[src/rtl/dh_keyex_pkg.sv]
// dh_keyex_pkg: shared types and constants for the key-exchange controller.
// Holds the state/display codes, scancode map and exponentiator latency.
package dh_keyex_pkg;

   typedef enum logic [3:0] {
      ST_IDLE   = 4'd0,
      ST_EDIT_G = 4'd1,
      ST_EDIT_P = 4'd2,
      ST_EDIT_X = 4'd3,
      ST_EDIT_Y = 4'd4,
      ST_CALC   = 4'd5,
      ST_DONE   = 4'd6,
      ST_ERR    = 4'd7
   } st_t;

   typedef enum logic [1:0] {
      M_IDLE = 2'd0,
      M_RUN  = 2'd1,
      M_FIN  = 2'd2
   } mx_st_t;

   typedef struct packed {
      logic       v;
      logic [3:0] d;
   } dig_t;

   localparam logic [7:0] SC_D0   = 8'h45;
   localparam logic [7:0] SC_D1   = 8'h16;
   localparam logic [7:0] SC_D2   = 8'h1E;
   localparam logic [7:0] SC_D3   = 8'h26;
   localparam logic [7:0] SC_D4   = 8'h25;
   localparam logic [7:0] SC_D5   = 8'h2E;
   localparam logic [7:0] SC_D6   = 8'h36;
   localparam logic [7:0] SC_D7   = 8'h3D;
   localparam logic [7:0] SC_D8   = 8'h3E;
   localparam logic [7:0] SC_D9   = 8'h46;
   localparam logic [7:0] SC_G    = 8'h34;
   localparam logic [7:0] SC_P    = 8'h4D;
   localparam logic [7:0] SC_X    = 8'h22;
   localparam logic [7:0] SC_Y    = 8'h35;
   localparam logic [7:0] SC_ENT  = 8'h5A;
   localparam logic [7:0] SC_BKSP = 8'h66;
   localparam logic [7:0] SC_ESC  = 8'h76;
   localparam logic [7:0] SC_BRK  = 8'hF0;
   localparam logic [7:0] SC_EXT  = 8'hE0;

   function automatic int LAT_EXP(input int w);
      return 2 * w * (w + 1) + 2;
   endfunction

   function automatic dig_t sc_digit(input logic [7:0] c);
      dig_t r;
      r.v = 1'b1;
      r.d = 4'd0;
      case (c)
         SC_D0:   r.d = 4'd0;
         SC_D1:   r.d = 4'd1;
         SC_D2:   r.d = 4'd2;
         SC_D3:   r.d = 4'd3;
         SC_D4:   r.d = 4'd4;
         SC_D5:   r.d = 4'd5;
         SC_D6:   r.d = 4'd6;
         SC_D7:   r.d = 4'd7;
         SC_D8:   r.d = 4'd8;
         SC_D9:   r.d = 4'd9;
         default: r.v = 1'b0;
      endcase
      return r;
   endfunction

endpackage

[src/rtl/dh_keyex_ctrl_if.sv]
// dh_keyex_ctrl_if: scancode byte stream from the PS/2 receiver.
// SCAN is the byte, SCAN_VLD a one-cycle strobe; master drives, slave samples.
interface dh_keyex_ctrl_if #(
   parameter int SCAN_W = 8
);
   logic [SCAN_W-1:0] SCAN;
   logic              SCAN_VLD;

   modport master (output SCAN, output SCAN_VLD);
   modport slave  (input  SCAN, input  SCAN_VLD);
endinterface

[src/rtl/dh_keyex_ctrl_modexp.sv]
// dh_modexp: constant-time left-to-right modular exponentiation.
// Ports: CLK, RST_N, start, abort, base/exp/mod in; busy, done pulse, result out.
module dh_modexp
   import dh_keyex_pkg::*;
#(
   parameter int W = 8
) (
   input  logic         CLK,
   input  logic         RST_N,
   input  logic         start,
   input  logic         abort,
   input  logic [W-1:0] base,
   input  logic [W-1:0] exp,
   input  logic [W-1:0] mod,
   output logic         busy,
   output logic         done,
   output logic [W-1:0] result
);

   localparam int CW = $clog2(W + 1);
   localparam logic [CW-1:0] CLAST = CW'(W);
   localparam logic [CW-1:0] NLAST = CW'(W - 1);

   mx_st_t        st;
   logic          mul;
   logic [CW-1:0] cnt;
   logic [CW-1:0] nb;
   logic [W-1:0]  bse, ex, md, r, ma, mb;
   logic [W+1:0]  acc, mp, t0, t1, t2;

   // One shift-add step: acc < p keeps 2*acc + a below 3p,
   // so two conditional subtracts bring it back under p.
   assign mp   = {2'b00, md};
   assign t0   = {acc[W:0], 1'b0} + (mb[W-1] ? {2'b00, ma} : '0);
   assign t1   = (t0 >= mp) ? t0 - mp : t0;
   assign t2   = (t1 >= mp) ? t1 - mp : t1;
   assign busy = (st != M_IDLE);

   always_ff @(posedge CLK) begin
      if (!RST_N) begin
         st     <= M_IDLE;
         mul    <= 1'b0;
         cnt    <= '0;
         nb     <= '0;
         bse    <= '0;
         ex     <= '0;
         md     <= '0;
         r      <= '0;
         ma     <= '0;
         mb     <= '0;
         acc    <= '0;
         done   <= 1'b0;
         result <= '0;
      end else if (abort) begin
         st   <= M_IDLE;
         mul  <= 1'b0;
         cnt  <= '0;
         nb   <= '0;
         acc  <= '0;
         done <= 1'b0;
      end else begin
         done <= 1'b0;
         unique case (st)
            M_IDLE: if (start) begin
               bse <= base;
               ex  <= exp;
               md  <= mod;
               r   <= (mod == W'(1)) ? '0 : W'(1);
               mul <= 1'b0;
               cnt <= '0;
               nb  <= '0;
               st  <= M_RUN;
            end
            M_RUN: begin
               if (cnt == '0) begin
                  acc <= '0;
                  ma  <= r;
                  mb  <= mul ? bse : r;
                  cnt <= cnt + CW'(1);
               end else begin
                  acc <= t2;
                  mb  <= mb << 1;
                  if (cnt == CLAST) begin
                     cnt <= '0;
                     mul <= ~mul;
                     if (!mul) begin
                        r <= t2[W-1:0];
                     end else begin
                        // multiply always runs; keep it only for a 1 bit
                        if (ex[W-1]) r <= t2[W-1:0];
                        ex <= ex << 1;
                        if (nb == NLAST) st <= M_FIN;
                        else             nb <= nb + CW'(1);
                     end
                  end else begin
                     cnt <= cnt + CW'(1);
                  end
               end
            end
            M_FIN: begin
               result <= r;
               done   <= 1'b1;
               st     <= M_IDLE;
            end
            default: st <= M_IDLE;
         endcase
      end
   end

endmodule

[src/rtl/dh_keyex_ctrl.sv]
// dh_keyex_ctrl: scancode filter, operand entry FSM and DH result registers.
// Ports: CLK, RST_N, ps2 (SCAN/SCAN_VLD), KEY_OUT, STATE_OUT, BUSY, DONE, ERR, A_PUB, B_PUB, SHARED.
module dh_keyex_ctrl
   import dh_keyex_pkg::*;
#(
   parameter int W      = 8,
   parameter int SCAN_W = 8
) (
   input  logic           CLK,
   input  logic           RST_N,
   dh_keyex_ctrl_if.slave ps2,
   output logic [W-1:0]   KEY_OUT,
   output logic [3:0]     STATE_OUT,
   output logic           BUSY,
   output logic           DONE,
   output logic           ERR,
   output logic [W-1:0]   A_PUB,
   output logic [W-1:0]   B_PUB,
   output logic [W-1:0]   SHARED
);

   logic         brk, ext, kv;
   logic [7:0]   kc;
   dig_t         dg;
   logic         k_g, k_p, k_x, k_y, k_ent, k_bks, k_esc, k_sel, is_dig;
   st_t          state;
   logic [W-1:0] g, p, x, y, cur, fnew, sel_val;
   st_t          sel_st;
   logic [2*W-1:0] app;
   logic         ovf, fwe, bad;
   logic [1:0]   ph;
   logic         start_r, abort;
   logic         mx_start, mx_busy, mx_done;
   logic [W-1:0] mx_base, mx_exp, mx_res;

   always_ff @(posedge CLK) begin
      if (!RST_N) begin
         brk <= 1'b0;
         ext <= 1'b0;
         kv  <= 1'b0;
         kc  <= '0;
      end else begin
         kv <= 1'b0;
         if (ps2.SCAN_VLD) begin
            if (ps2.SCAN == SCAN_W'(SC_BRK)) begin
               brk <= 1'b1;
            end else if (ps2.SCAN == SCAN_W'(SC_EXT)) begin
               ext <= 1'b1;
            end else if (brk || ext) begin
               brk <= 1'b0;
               ext <= 1'b0;
            end else begin
               kv <= 1'b1;
               kc <= 8'(ps2.SCAN);
            end
         end
      end
   end

   assign dg     = sc_digit(kc);
   assign is_dig = kv && dg.v;
   assign k_g    = kv && (kc == SC_G);
   assign k_p    = kv && (kc == SC_P);
   assign k_x    = kv && (kc == SC_X);
   assign k_y    = kv && (kc == SC_Y);
   assign k_ent  = kv && (kc == SC_ENT);
   assign k_bks  = kv && (kc == SC_BKSP);
   assign k_esc  = kv && (kc == SC_ESC);
   assign k_sel  = k_g || k_p || k_x || k_y;

   always_comb begin
      cur = '0;
      unique case (state)
         ST_EDIT_G: cur = g;
         ST_EDIT_P: cur = p;
         ST_EDIT_X: cur = x;
         ST_EDIT_Y: cur = y;
         default:   cur = '0;
      endcase
   end

   always_comb begin
      sel_st  = ST_EDIT_G;
      sel_val = g;
      unique case (1'b1)
         k_p: begin sel_st = ST_EDIT_P; sel_val = p; end
         k_x: begin sel_st = ST_EDIT_X; sel_val = x; end
         k_y: begin sel_st = ST_EDIT_Y; sel_val = y; end
         default: ;
      endcase
   end

   // Append at double width so an overflowing digit can be rejected.
   assign app  = (2*W)'(cur) * (2*W)'(10) + (2*W)'(dg.d);
   assign ovf  = |app[2*W-1:W];
   assign fwe  = (is_dig && !ovf) || k_bks;
   assign fnew = k_bks ? cur / W'(10) : app[W-1:0];
   assign bad  = (p < W'(2)) || (g == '0) || (g >= p);

   always_ff @(posedge CLK) begin
      if (!RST_N) begin
         state   <= ST_IDLE;
         g       <= '0;
         p       <= '0;
         x       <= '0;
         y       <= '0;
         A_PUB   <= '0;
         B_PUB   <= '0;
         SHARED  <= '0;
         KEY_OUT <= '0;
         BUSY    <= 1'b0;
         DONE    <= 1'b0;
         ERR     <= 1'b0;
         ph      <= 2'd0;
         start_r <= 1'b0;
      end else begin
         start_r <= 1'b0;
         if (k_esc) begin
            state   <= ST_IDLE;
            g       <= '0;
            p       <= '0;
            x       <= '0;
            y       <= '0;
            KEY_OUT <= '0;
            BUSY    <= 1'b0;
            DONE    <= 1'b0;
            ERR     <= 1'b0;
            ph      <= 2'd0;
            if (state == ST_CALC) begin
               A_PUB  <= '0;
               B_PUB  <= '0;
               SHARED <= '0;
            end
         end else begin
            unique case (state)
               ST_IDLE: if (k_sel) begin
                  state   <= sel_st;
                  KEY_OUT <= sel_val;
               end
               ST_EDIT_G, ST_EDIT_P, ST_EDIT_X, ST_EDIT_Y: begin
                  unique case (1'b1)
                     k_sel: begin
                        state   <= sel_st;
                        KEY_OUT <= sel_val;
                     end
                     k_ent: begin
                        KEY_OUT <= '0;
                        if (bad) begin
                           state <= ST_ERR;
                           ERR   <= 1'b1;
                        end else begin
                           state   <= ST_CALC;
                           BUSY    <= 1'b1;
                           ph      <= 2'd0;
                           start_r <= 1'b1;
                        end
                     end
                     fwe: begin
                        KEY_OUT <= fnew;
                        case (state)
                           ST_EDIT_G: g <= fnew;
                           ST_EDIT_P: p <= fnew;
                           ST_EDIT_X: x <= fnew;
                           ST_EDIT_Y: y <= fnew;
                           default: ;
                        endcase
                     end
                     default: ;
                  endcase
               end
               ST_CALC: if (mx_done) begin
                  case (ph)
                     2'd0: begin
                        A_PUB   <= mx_res;
                        ph      <= 2'd1;
                        start_r <= 1'b1;
                     end
                     2'd1: begin
                        B_PUB   <= mx_res;
                        ph      <= 2'd2;
                        start_r <= 1'b1;
                     end
                     default: begin
                        SHARED  <= mx_res;
                        KEY_OUT <= mx_res;
                        state   <= ST_DONE;
                        BUSY    <= 1'b0;
                        DONE    <= 1'b1;
                     end
                  endcase
               end
               ST_DONE: begin
                  unique case (1'b1)
                     k_g, k_p: begin
                        state   <= sel_st;
                        KEY_OUT <= sel_val;
                        DONE    <= 1'b0;
                     end
                     k_x:   KEY_OUT <= A_PUB;
                     k_y:   KEY_OUT <= B_PUB;
                     k_ent: KEY_OUT <= SHARED;
                     default: ;
                  endcase
               end
               ST_ERR: if (k_sel) begin
                  state   <= sel_st;
                  KEY_OUT <= sel_val;
                  ERR     <= 1'b0;
               end
               default: state <= ST_IDLE;
            endcase
         end
      end
   end

   assign STATE_OUT = state;
   assign abort     = k_esc && (state == ST_CALC);
   assign mx_start  = start_r && !abort && !mx_busy;
   // S reuses the freshly registered A as its base; A and B share g.
   assign mx_base   = (ph == 2'd2) ? A_PUB : g;
   assign mx_exp    = (ph == 2'd0) ? x : y;

   dh_modexp #(.W(W)) u_modexp (
      .CLK    (CLK),
      .RST_N  (RST_N),
      .start  (mx_start),
      .abort  (abort),
      .base   (mx_base),
      .exp    (mx_exp),
      .mod    (p),
      .busy   (mx_busy),
      .done   (mx_done),
      .result (mx_res)
   );

endmodule

[src/flat_wrapper.sv]
// flat-port wrapper written by rule: the top's interface ports become plain ports
module dh_keyex_ctrl_flat import dh_keyex_pkg::*;
#(
   parameter int W      = 8,
   parameter int SCAN_W = 8
)
  (CLK, RST_N, KEY_OUT, STATE_OUT, BUSY, DONE, ERR, A_PUB, B_PUB, SHARED, ps2_SCAN, ps2_SCAN_VLD);
  dh_keyex_ctrl_if #(.SCAN_W(SCAN_W)) ps2_i ();
  input  logic CLK;
  input  logic RST_N;
  output logic [W-1:0] KEY_OUT;
  output logic [3:0] STATE_OUT;
  output logic BUSY;
  output logic DONE;
  output logic ERR;
  output logic [W-1:0] A_PUB;
  output logic [W-1:0] B_PUB;
  output logic [W-1:0] SHARED;
  input wire logic [$bits(ps2_i.SCAN)-1:0] ps2_SCAN;
  input wire logic [$bits(ps2_i.SCAN_VLD)-1:0] ps2_SCAN_VLD;
  assign ps2_i.SCAN = ps2_SCAN;
  assign ps2_i.SCAN_VLD = ps2_SCAN_VLD;
  dh_keyex_ctrl #(.W(W), .SCAN_W(SCAN_W)) u_core (.CLK(CLK), .RST_N(RST_N), .ps2(ps2_i), .KEY_OUT(KEY_OUT), .STATE_OUT(STATE_OUT), .BUSY(BUSY), .DONE(DONE), .ERR(ERR), .A_PUB(A_PUB), .B_PUB(B_PUB), .SHARED(SHARED));
endmodule
[config.mk]
export PLATFORM = sky130hd
export DESIGN_NAME = dh_keyex_ctrl_flat
export DESIGN_NICKNAME = d
export VERILOG_FILES = /design/src/rtl/dh_keyex_pkg.sv /design/src/rtl/dh_keyex_ctrl_if.sv /design/src/rtl/dh_keyex_ctrl_modexp.sv /design/src/rtl/dh_keyex_ctrl.sv /design/src/flat_wrapper.sv
export SDC_FILE = /design/constraint.sdc
export NUM_CORES = 1
export LEC_CHECK = 0
export BUFFER_PORTS_ARGS = -buffer_cell sky130_fd_sc_hd__buf_4
export CAP_MARGIN = 20
export CELL_PAD_IN_SITES_DETAIL_PLACEMENT = 0
export CELL_PAD_IN_SITES_GLOBAL_PLACEMENT = 1
export CORE_ASPECT_RATIO = 0.75
export CORE_MARGIN = 3
export CORE_UTILIZATION = 51
export CTS_CLUSTER_DIAMETER = 100
export DETAILED_ROUTE_END_ITERATION = 6
export GPL_ROUTABILITY_DRIVEN = 0
export PLACE_DENSITY_LB_ADDON = 0.2
export SLEW_MARGIN = 40
export SYNTH_ARGS = -nofsm -noshare
export SYNTH_HDL_FRONTEND = slang
export SYNTH_SLANG_ARGS = --single-unit
[constraint.sdc]
create_clock -name CLK -period 11.25 [get_ports CLK]
set_input_delay 1.125 -clock CLK [delete_from_list [all_inputs] [get_ports CLK]]
set_output_delay 1.125 -clock CLK [all_outputs]
set_load 0.01 [all_outputs]
**Word level (Yosys, flattened, before mapping)**

Cells that the tools add are included.

- Multiplexer cells: 98
- Reductions and logical operators: 73
- $mul: 1
- Add/subtract/negate cells: 6
- Equal/unequal tests: 54
- Order comparisons: 4
- Bitwise gates (word level): 7
- Divide/modulo/power cells: 1

Operator list:

| operator | count |
|---|---|
| $mux 8 | 29 |
| $pmux 8 s4 | 3 |
| $eq 8x6->1 const B | 9 |
| $eq 8x7->1 const B | 6 |
| $pmux 8 s3 | 2 |
| $mux 4 | 11 |
| $pmux 4 s9 | 1 |
| $reduce_and 3->1 | 11 |
| $pmux 8 s2 | 2 |
| $mux 1 | 25 |
| $pmux 4 s2 | 3 |
| $reduce_and 6->1 | 4 |
| $eq 4x3->1 const B | 5 |
| $ge 10x8->1 | 2 |
| $reduce_and 5->1 | 4 |
| $reduce_bool 2->1 | 10 |
| $mux 2 | 9 |
| $mux 9 | 2 |
| $eq 8x5->1 const B | 2 |
| $eq 8x8->1 const B | 2 |
| $ne 2x1->1 const B | 8 |
| $ne 2x2->1 const B | 8 |
| $pmux 4 s4 | 1 |
| $reduce_and 4->1 | 4 |
| other kinds (36) | 81 |

- Input bits: 11
- Register bits: 162
- Output and inout bits: 39
- Word-level logic and storage cells: 275

**Longest topological paths before layout**

- Word-level depth: 11
- Mapped depth: 26
- Mapped depth without buffers: 24

**Cells and area by module**

From an unflattened synthesis, not the netlist that was laid out.

- Cell total of the unflattened synthesis: 1277
- Area total of the unflattened synthesis: 10597.7 um2

Modules (own cells, without submodules):

| module | seq. area each (um2) | cells an instance | instances | area an instance (um2) |
|---|---|---|---|---|
| dh_keyex_ctrl | 1681.6 | 736 | 1 | 6080.8 |
| dh_modexp | 1541.5 | 541 | 1 | 4516.8 |

**Worst setup path before layout**

OpenSTA, ideal clock, no wires.

- Kind: register to register
- From: reg u_core.u_modexp.mb[7]
- To: reg u_core.u_modexp.acc[7]
- Setup time: 0.117 ns
- Slack: 5.725 ns
- Buffers on the path: 1
- Data required time: 11.133 ns
- Stages on the path, launching flop included: 24
- Arrival: 5.408 ns
- Period minus slack after synthesis: 5.525 ns
- Cells stage by stage: dfxtp_1 -> and2_1 -> ha_1 -> fa_1 -> a21oi_1 -> o211a_1 -> nor2b_1 -> xnor2_1 -> ha_1 -> a21oi_1 -> o21ai_0 -> nor3_1 -> nor2b_1 -> clkbuf_1 -> mux2_2 -> ha_1 -> nor2b_1 -> o2111ai_1 -> nand4_1 -> nand2_1 -> or4b_1 -> o22ai_2 -> mux2_2 -> a22o_1

- Cells in the longest elaborated chain, start to end: 7
- Elaborated cells between the ends (all ways): 9
- Classes of those cells: 3 x add/sub; 2 x order compare; 4 x mux

RTL lines:

| item | RTL line | RTL |
|---|---|---|
| start, declared | dh_keyex_ctrl_modexp.sv:28 | `logic [W-1:0] bse, ex, md, r, ma, mb;` |
| start signal, assigned | dh_keyex_ctrl_modexp.sv:78 | `mb <= mul ? bse : r;` |
| start signal, assigned | dh_keyex_ctrl_modexp.sv:82 | `mb <= mb << 1;` |
| $mux 8 * | dh_keyex_ctrl_modexp.sv:34 | `assign t0 = {acc[W:0], 1'b0} + (mb[W-1] ? {2'b00, ma} : '0);` |
| $add 10x8->10 * | dh_keyex_ctrl_modexp.sv:34 |  |
| $sub 10x8->10 / $ge 10x8->1 (equally long branches) | dh_keyex_ctrl_modexp.sv:35 | `assign t1 = (t0 >= mp) ? t0 - mp : t0;` |
| $mux 10 * | dh_keyex_ctrl_modexp.sv:35 |  |
| $sub 9x8->9 / $ge 10x8->1 (equally long branches) | dh_keyex_ctrl_modexp.sv:36 | `assign t2 = (t1 >= mp) ? t1 - mp : t1;` |
| $mux 9 * | dh_keyex_ctrl_modexp.sv:36 |  |
| $mux 9 * | dh_keyex_ctrl_modexp.sv:75 | `if (cnt == '0) begin` |
| end signal, assigned | dh_keyex_ctrl_modexp.sv:81 | `acc <= t2;` |
| end, declared | dh_keyex_ctrl_modexp.sv:29 | `logic [W+1:0] acc, mp, t0, t1, t2;` |

Mark *: on every way between the ends. The rest lies on a longest branch, timed or not.
A chain may end at the register's enable or synchronous reset.

**Worst setup path in the final report**

Ends and elaborated chain as after synthesis.

==> out/qor.txt <==
Status = completed
Routed length per placed instance = 19.92 microns
Layout cells sized above 1 = 11.44%
Crit end category = flip-flop
Mean Syn Cell Area = 7.991 sq um
Area after DPL = 10760 sq um
Critical Path Start = u_core.u_modexp.mb[7]
Routed WL = 31.00 mm
Synth top area cells = dfxtp_1 (32%), nor2_1 (6.7%), mux2i_1 (6.5%), ha_1 (6.0%), a21oi_1 (4.9%)
Final net count = 1355
Slowest stage delay, CP = 650 ps
Post-Syn Nets = 1340
Part of the power in registers = 42.2%
Final routed DRC violation total = 0
Initial antenna violation count = 0
Fin util = 58.50%
Worst EP required = 11580 ps
Area growth from synthesis to layout = 11.90%
Vias per inst = 6.271
Clock transition at the registers of the reported paths = 80 ps
Sequential area share after synthesis = 31.63%
Hold crit path type = reg -> reg
YS warnings = 0
Unique masters post-synth = 85
Max clock buf depth = 2
Worst slew pin tran = 828.5 ps
Crit Path Class = reg -> reg
Gate power share = 16.5%
Int Pwr = 0.9830 mW
Top_reg_cell synth = dfxtp_1
GRT Util Overall = 28.28%
Relative slew slack = 44.69%
Peak VDD IR = 0.09448 mV
R2R cell count = 22
CTS tree = done
TritonRoute pass-1 iters = 6
Netlist Area Pre-Place = 10190 sq um
Reg2reg setup slack = 4550 ps
Worst clock skew = 12.46 ps
Die ar. = 21730 sq um
Most frequent cell after synthesis = nor2_1
Pleak = 4.506 nW
Worst EP arrival = 7030 ps
Net Switching = 0.4699 mW
Rows = 44
Fmax = 0.1492 GHz
Post-synth EDFFs = 0
Final hold vios = 0
Reg2Reg Launch Point = u_core.u_modexp.mb[7]
Crit-path max FO = 14
Die W = 169.2 microns
Endpoints failing setup = 0
Worst skew pair latency = 440 ps
RSZ-0062 raised after global routing = false
CTS resizes = 0
Tmin final = 6700 ps
Dpl ws = 4665 ps
Post-CTS setup buffers = 0
Ys async rst share = 0%
Crit path cell chain = and2_1 > ha_1 > fa_1 > a21oi_1 > o211a_1 > nor2b_1 > xnor2_1 > ha_1 > and4_1 > o21a_1 > nor3_1 > nor2b_1 > mux2_2 > ha_1 > nor2b_1 > o2111ai_1 > nand4_1 > nand2_1 > or4b_1 > o22ai_2 > mux2_2 > a22o_1
DP HPWL = 22.92 mm
Synth cell count leaders = nor2_1 (182), dfxtp_1 (161), nand2_1 (119)
Starting Density = 52.28%
CTS buffer count = 17
Pwr Density = 127.4 nW/um^2
Fin area = 11400 sq um
Worst setup margin = 4550 ps
Period utilisation layout = 59.56%
H-Tree Level Count = 4
# diodes = 0
Total number of vias = 9757
Port Buf Inserts = 48
Clock sink count = 161
1st-iter DRT viols = 1402
Antenna-violating nets left = 0
Sw Share = 32.34%
Crit path to = u_core.u_modexp.acc[7]
Vias in the first global route = 8623
Synth top area share = 31.63%
Syn Inst Count = 1275
Die Span Y = 128.4 microns
IO Count = 50
CP startpoint kind = flip-flop
Grt total ovfl = 0
Worst flop-to-flop path endpoint = u_core.u_modexp.acc[7]
#FFs+latches synth = 161
Final Max Tran Viols = 0
Global-route wire length before repair = 48.66 mm
Pwr Total = 1.453 mW
# Max-Cap Violations = 0
Clock share of power = 41.3%
Slowest stage cell, crit path = nor2b_1
Setup TNS Final = 0 ps
Hold buffer count at CTS = 0
Core ar. = 19490 sq um
Post-synth top area cell = dfxtp_1
Pin count of the biggest net entering global routing = 57
Clk root buf = clkbuf_16
power by group through the flow:
stage	logic, mW	registers [mW]	clock network, mW
floorplan	0.168	0.615	0
global placement	0.229	0.624	0
detailed placement	0.231	0.625	0
CTS	0.233	0.612	0.606
global route	0.259	0.615	0.627
finish	0.240	0.613	0.600
per-layer routing:
layer / wire (microns) / vias up / global-route usage (%)
met2: 11810 / 474 / 37.67
li1: - / 4680 / -
met4: 431 / 0 / 6.923
met5: 0 / - / 0
met3: 3298 / 39 / 7.002
met1: 15460 / 4564 / 44.91
worst min-delay path by stage:
stage / start / endpoint / slack, ps / cells after the start
floorplan: u_core.ext / u_core.ext / 430 / 2
global placement: u_core.ext / u_core.ext / 440 / 2
detailed placement: u_core.u_modexp.md[6] / u_core.u_modexp.md[6] / 450 / 2
CTS: u_core.u_modexp.md[6] / u_core.u_modexp.md[6] / 460 / 2
global route: u_core.u_modexp.md[6] / u_core.u_modexp.md[6] / 480 / 2
finish: u_core.u_modexp.md[6] / u_core.u_modexp.md[6] / 460 / 2
state kept, by name, summed over array words and instances (netlist names), 2 cells and up:
signal	cells
u_core.u_modexp.nb	4
u_core.u_modexp.result	8
u_core.u_modexp.st	2
u_core.A_PUB	8
u_core.u_modexp.md	8
u_core.ph	2
u_core.STATE_OUT	3
u_core.x	8
u_core.g	8
u_core.y	8
u_core.u_modexp.acc	9
u_core.SHARED	8
u_core.u_modexp.ma	8
u_core.u_modexp.r	8
u_core.p	8
u_core.u_modexp.mb	8
u_core.u_modexp.ex	8
u_core.B_PUB	8
u_core.u_modexp.cnt	4
u_core.KEY_OUT	8
u_core.kc	8
u_core.u_modexp.bse	8
area by class of cell:
cell class                 count  area [sq um]
fill                        1777          8088
sequential                   161          3224
inverter                      45         171.4
multi-input combinational    998          6549
clock inverter                15         201.4
tap                          253         316.6
clock buffer                  17         425.4
timing repair buffer          67         513.0
logic make-up (layout without fill, tap and decap cells):
family,after synthesis,in the layout,share of synthesized area [%]
AOI/OAI and AO/OA,333,333,22.28
other,1,1,0.03681
muxes,77,77,7.774
and+or+nand+nor,501,501,23.80
buffers and inverters,116,144,4.654
xor gates and xnor gates,32,32,2.825
adders and majority gates,54,54,7.000
DFF,161,161,31.63
placed cells by master (no fill, tap or decap), types with 8 or more instances in the layout:
cell       netlist  routed
and2_1          12      12
a21oi_1         99      99
nand2b_1        18      18
mux2i_1         66      66
nor3b_1          9       8
xnor2_1         19      19
o21ai_0         46      46
a21o_1          11      11
a311oi_1         9       9
dfxtp_1        161     160
nand2_1        119     119
clkbuf_16        0      17
nor3_1          33      28
ha_1            49      49
a22oi_1         22      22
xor2_1          12      12
a222oi_1        12      12
o21ai_1         13      12
a22o_1          18      18
nand4_1          9       9
inv_1           40      39
mux2_2           9       9
nand3_1         40      40
buf_4            4      65
nor2_1         182     181
a211oi_1        26      25
nor2b_1         16      15
metrics by stage:
stage	hold WS [ps]	instances
after floorplan	430.2	1275
after global placement	442.5	1522
after detailed placement	446.5	1524
after CTS	455.9	1556
after global routing	479.5	1556
final	458.0	1556
critical path: cells and delay by family (launching register included):
kind	cells	cell delay, ps
adders and majority gates	4	1290
AOI/OAI and AO/OA	6	1480
muxes	2	860
xor gates and xnor gates	1	230
DFF	1	380
and+or+nand+nor	9	2330
Power figures use the tool's default switching activity.
